===== config.mk =====
export PLATFORM = sky130hd
export DESIGN_NAME = if_stage_ctrl
export DESIGN_NICKNAME = d
export VERILOG_FILES = /design/src/rtl/if_stage_ctrl.sv
export SDC_FILE = /design/constraint.sdc
export NUM_CORES = 1
export LEC_CHECK = 0
export CORE_ASPECT_RATIO = 1.75
export CORE_MARGIN = 2
export CORE_UTILIZATION = 30
export CTS_BUF_LIST = sky130_fd_sc_hd__clkbuf_8
export DETAILED_ROUTE_END_ITERATION = 6
export PLACE_DENSITY_LB_ADDON = 0.12
export SLEW_MARGIN = 30
export SYNTH_ARGS = -nofsm -noshare
export SYNTH_HDL_FRONTEND = slang
export SYNTH_SLANG_ARGS = --single-unit

===== constraint.sdc =====
create_clock -name clk_i -period 2.9 [get_ports clk_i]
set_clock_uncertainty 0.15 [all_clocks]
set_input_delay 0.435 -clock clk_i [delete_from_list [all_inputs] [get_ports clk_i]]
set_output_delay 0.435 -clock clk_i [all_outputs]
set_load 0.05 [all_outputs]

===== src/rtl/if_stage_ctrl.sv =====
// Fetch-side control: the PC register, the IF/ID pipeline register and
// saturating performance counters. It honours PC-hold, IF/ID stall and
// branch-flush requests coming back from the ID stage.
module if_stage_ctrl #(
  parameter logic [31:0] RESET_PC  = 32'h0000_0000,
  parameter logic [31:0] NOP_INSTR = 32'h0000_0013,
  parameter int          CNT_W     = 32
) (
  input  logic             clk_i,
  input  logic             rst_i,
  input  logic             start_i,
  input  logic             pc_write_i,
  input  logic             stall_i,
  input  logic             flush_i,
  input  logic [31:0]      branch_target_i,
  input  logic [31:0]      instr_i,
  output logic [31:0]      pc_o,
  output logic [31:0]      ifid_pc_o,
  output logic [31:0]      ifid_instr_o,
  output logic             ifid_valid_o,
  output logic [CNT_W-1:0] stall_cnt_o,
  output logic [CNT_W-1:0] flush_cnt_o,
  output logic [CNT_W-1:0] instr_cnt_o
);

  localparam logic [CNT_W-1:0] CNT_MAX = '1;

  typedef struct packed {
    logic [31:0] pc;
    logic [31:0] instr;
    logic        valid;
  } ifid_t;

  logic [31:0]      pc_q, pc_d;
  ifid_t            ifid_q, ifid_d;
  logic [CNT_W-1:0] stall_cnt_q, stall_cnt_d;
  logic [CNT_W-1:0] flush_cnt_q, flush_cnt_d;
  logic [CNT_W-1:0] instr_cnt_q, instr_cnt_d;
  logic             stall_path;

  // Counters stick at all-ones rather than wrapping.
  function automatic logic [CNT_W-1:0] sat_inc(input logic [CNT_W-1:0] c);
    return (c == CNT_MAX) ? c : c + CNT_W'(1);
  endfunction

  // Next-state selection: stall path beats flush, flush beats normal fetch.
  always_comb begin
    pc_d        = pc_q;
    ifid_d      = ifid_q;
    stall_cnt_d = stall_cnt_q;
    flush_cnt_d = flush_cnt_q;
    instr_cnt_d = instr_cnt_q;
    stall_path  = stall_i | ~pc_write_i;

    if (start_i) begin
      if (stall_path) begin
        // The branch decision in ID is not trustworthy while stalled, so
        // flush_i is not looked at on this path.
        if (pc_write_i) pc_d = pc_q + 32'd4;
        if (!stall_i) begin
          // PC held but IF/ID free: insert a bubble so the held fetch is
          // not delivered twice.
          ifid_d.instr = NOP_INSTR;
          ifid_d.valid = 1'b0;
        end else begin
          stall_cnt_d = sat_inc(stall_cnt_q);
        end
      end else if (flush_i) begin
        pc_d         = {branch_target_i[31:2], 2'b00};
        ifid_d.instr = NOP_INSTR;
        ifid_d.valid = 1'b0;
        flush_cnt_d  = sat_inc(flush_cnt_q);
      end else begin
        pc_d        = pc_q + 32'd4;
        ifid_d      = '{pc: pc_q, instr: instr_i, valid: 1'b1};
        instr_cnt_d = sat_inc(instr_cnt_q);
      end
    end
  end

  // State register with synchronous active-low reset.
  always_ff @(posedge clk_i) begin
    if (!rst_i) begin
      pc_q        <= RESET_PC;
      ifid_q      <= '{pc: 32'h0, instr: NOP_INSTR, valid: 1'b0};
      stall_cnt_q <= '0;
      flush_cnt_q <= '0;
      instr_cnt_q <= '0;
    end else begin
      pc_q        <= pc_d;
      ifid_q      <= ifid_d;
      stall_cnt_q <= stall_cnt_d;
      flush_cnt_q <= flush_cnt_d;
      instr_cnt_q <= instr_cnt_d;
    end
  end

  assign pc_o         = pc_q;
  assign ifid_pc_o    = ifid_q.pc;
  assign ifid_instr_o = ifid_q.instr;
  assign ifid_valid_o = ifid_q.valid;
  assign stall_cnt_o  = stall_cnt_q;
  assign flush_cnt_o  = flush_cnt_q;
  assign instr_cnt_o  = instr_cnt_q;

endmodule


==> flow_summary.toml <==
[clocking]
numCtsBuffers = 17
cts_buffer_depth = 2
htreeDepth = 4
cts_tree = "yes"
cts-root-buf = "clkbuf_8"
cts_hold_buf = 0
postCtsResizedCells = 0
insertion_delay_ps = 500
post-cts-setup-buffers = 0
path_clk_slew_ps = 100
clkSinkCount = 189

[yosys]
synth.distinct_cells = 67
netlist_instances = 1084
synth-seq-cells = 189
synth-edff-count = 0
syn_area_um2 = 8850
syn_avg_cell_area_um2 = 8.16
yosysWarnings = 0
synthTopCellsByArea = "dfxtp_1, a21oi_1, nand2_1"
ys.flop_type = "dfxtp_1"
async_flop_share_pct = 0
yosys.area.top_type_share_pct = 42.8
ys_seq_area_share_pct = 42.8
yosysMostFrequentCell = "dfxtp_1"
synth_common_cells = "dfxtp_1, nand2_1, a21oi_1, nor2_1, o21ai_0"
synth_area_leader_cell = "dfxtp_1"

[timing]
fin_setup_tns_ps = 0
period_share_pct = 88.8
max_freq_ghz = 0.388
hold_viol_final = 0
finalMaxSlewViolations = 0
tightest_slew_ps = 736
setup_viol = 0
rsz0062_at_grt = "false"
relSlewSlack_pct = 50.9
fin_crit_ps = 2580

[worst_setup_path]
crit_family = "simple AND/OR/NAND/NOR gates"
cp_cell_sequence = "ha_1 -> and3_1 -> nand4_1 -> or3b_1 -> or4_1 -> a21oi_1"
critical_path_class = "flip-flop to flip-flop"
reg2reg_slack_ps = 320
end_kind = "flip-flop"
crit_fanout = 13
crit_buf_inv = 0
cp_slowest_cell = "or3b_1"
cp_slowest_stage_delay_ps = 610
worstPathArrival_ps = 2860
start_kind = "flip-flop"
critPathRequiredTime_ps = 3180

[route]
drc_errors = 0
met3_length_um = 1520
met2_length_um = 15400
top_layer = "met4"
wl_met1_um = 11600
wire_per_inst_um = 17.0
drtIter0Drc = 420
wirelength_um = 29300
route.vias.total = 9063
dr.pass1.iters = 5
ant_nets = 0
routed_via_density = 5.26

[floorplanning]
fp.dieH_um = 231
initial_core_util_pct = 30.3
die_w_um = 134
row_count = 83
core_region_area_um2 = 29200
io_pins = 263
die_area_um2 = 30900

[cells_and_area]
drive_gt1_share_pct = 6.94
stdcell_count = 1723
finalNetCount = 1401
n_fill_cell = 3006
finalCoreUtilization_pct = 42.1
syn2layout_area_growth_pct = 38.9

[global_route]
grt_use_total_pct = 18.8
grt_start_max_net_pins = 84
grt_pass1_wl_um = 46500
grt_pass1_vias = 8720
globalRoute.totalOverflow = 0
antenna_found_initial = 1

[placement]
dp_hpwl_um = 20900
gp_congestion = 0.770
place_inst = 1690
io_buffers = 256

[power_and_ir_drop]
leakage_uw = 0.00394
vdd_drop_max_mv = 0.283
cellPowerDensity_nw_per_um2 = 392

[status]
status = "finished clean"

[worst_hold_path]
min_path_type = "flip-flop to flip-flop"

[flow_run]
cap_violations = 0
path summary, 6_finish.rpt:
kind | to | cells after the start | start
hold reg to reg | ifid_pc_o[25]$_SDFFE_PN0P_ | 2 | ifid_pc_o[25]$_SDFFE_PN0P_
setup / recovery | stall_cnt_o[28]$_SDFFE_PN0P_ | 6 | stall_cnt_o[0]$_SDFFE_PN0P_
hold / removal | ifid_pc_o[25]$_SDFFE_PN0P_ | 2 | ifid_pc_o[25]$_SDFFE_PN0P_
setup reg to reg | stall_cnt_o[28]$_SDFFE_PN0P_ | 6 | stall_cnt_o[0]$_SDFFE_PN0P_
layer usage:
layer,track usage [%],vias up
met5,0,-
met4,7.91,0
met3,4.59,47
met2,34.4,234
met1,20.5,4293
li1,-,4489
registers in the layout, summed over array words and instances (netlist names):
name	count
instr_cnt_o	32
ifid_pc_o	30
flush_cnt_o	32
stall_cnt_o	32
ifid_valid_o	1
ifid_instr_o	32
pc_o	30
cell usage in the layout, fill, tap and decap left out, drive strengths merged, types with 4 or more instances in the layout:
| cell | synthesis | final |
|---|---|---|
| or3 | 36 | 36 |
| nand3 | 54 | 54 |
| o211ai | 7 | 7 |
| dfxtp | 189 | 189 |
| a31oi | 8 | 8 |
| nand2b | 10 | 10 |
| inv | 14 | 17 |
| a22oi | 31 | 31 |
| or4 | 33 | 33 |
| clkinv | 0 | 7 |
| a31o | 5 | 5 |
| nor2 | 81 | 81 |
| xor2 | 6 | 6 |
| ha | 4 | 4 |
| and2 | 7 | 7 |
| a211oi | 4 | 4 |
| mux2i | 11 | 11 |
| a2bb2oi | 4 | 4 |
| nor3 | 17 | 17 |
| conb | 1 | 4 |
| o21a | 6 | 6 |
| and3 | 19 | 19 |
| a21oi | 120 | 120 |
| nor4 | 13 | 13 |
| o21bai | 4 | 4 |
| xnor2 | 9 | 9 |
| a21o | 4 | 4 |
| buf | 22 | 40 |
| clkbuf | 52 | 18 |
| o21ai | 56 | 56 |
| and4 | 20 | 20 |
| o31ai | 28 | 28 |
| clkdlybuf4s50 | 0 | 255 |
| nand2 | 134 | 134 |
| o22ai | 5 | 5 |
| nand4 | 33 | 33 |
metrics by stage:
| stage | worst slack (ps) | hold slack, ps | power [µW] | instance area (µm²) |
|---|---|---|---|---|
| 3_5_place_dp | 72.3 | 297 | 3160 | 11900 |
| 2_1_floorplan | 309 | 409 | 2940 | 8860 |
| 3_3_place_gp | 173 | 292 | 3150 | 11900 |
| 5_1_grt | 179 | 336 | 5040 | 12300 |
| 4_1_cts | 307 | 312 | 4910 | 12300 |
| 6_report | 324 | 308 | 4820 | 12300 |
cell type report:
| cell class | count | area, µm² | share of cell area [%] |
|---|---|---|---|
| Antenna cell | 1 | 2.50 | 0.0204 |
| Multi-Input combinational cell | 810 | 4700 | 38.2 |
| Tap cell | 382 | 478 | 3.89 |
| Clock inverter | 14 | 120 | 0.977 |
| Inverter | 14 | 57.6 | 0.468 |
| Sequential cell | 189 | 3780 | 30.8 |
| Clock buffer | 18 | 248 | 2.02 |
| Timing Repair Buffer | 295 | 2900 | 23.6 |
cells by family (layout without fill, tap and decap cells):
logic type | count (synthesis) | after routing | share of synthesized area, %
multiplexers | 11 | 11 | 1.24
XOR/XNOR | 15 | 15 | 1.48
buffers and inverters | 88 | 341 | 4.29
AND/OR/NAND/NOR | 473 | 473 | 28.5
other | 1 | 5 | 0.0424
flip-flops | 189 | 189 | 42.8
adder cells (fa/ha/maj) | 4 | 4 | 0.566
AO/OA/AOI/OAI | 303 | 303 | 21.1
worst min-delay path: stages (launching register included):
cell and delay, ps:
dfxtp_1 320, nand2_1 50, a21oi_1 50
power by group:
| part | switching (µW) | internal, µW | leakage, µW |
|---|---|---|---|
| registers | 29.4 | 2620 | 0.00152 |
| clock network | 1020 | 701 | 0.000186 |
| logic | 266 | 178 | 0.00223 |
| total | 1320 | 3500 | 0.00394 |
Note: power is estimated with default switching activity, not from simulation.
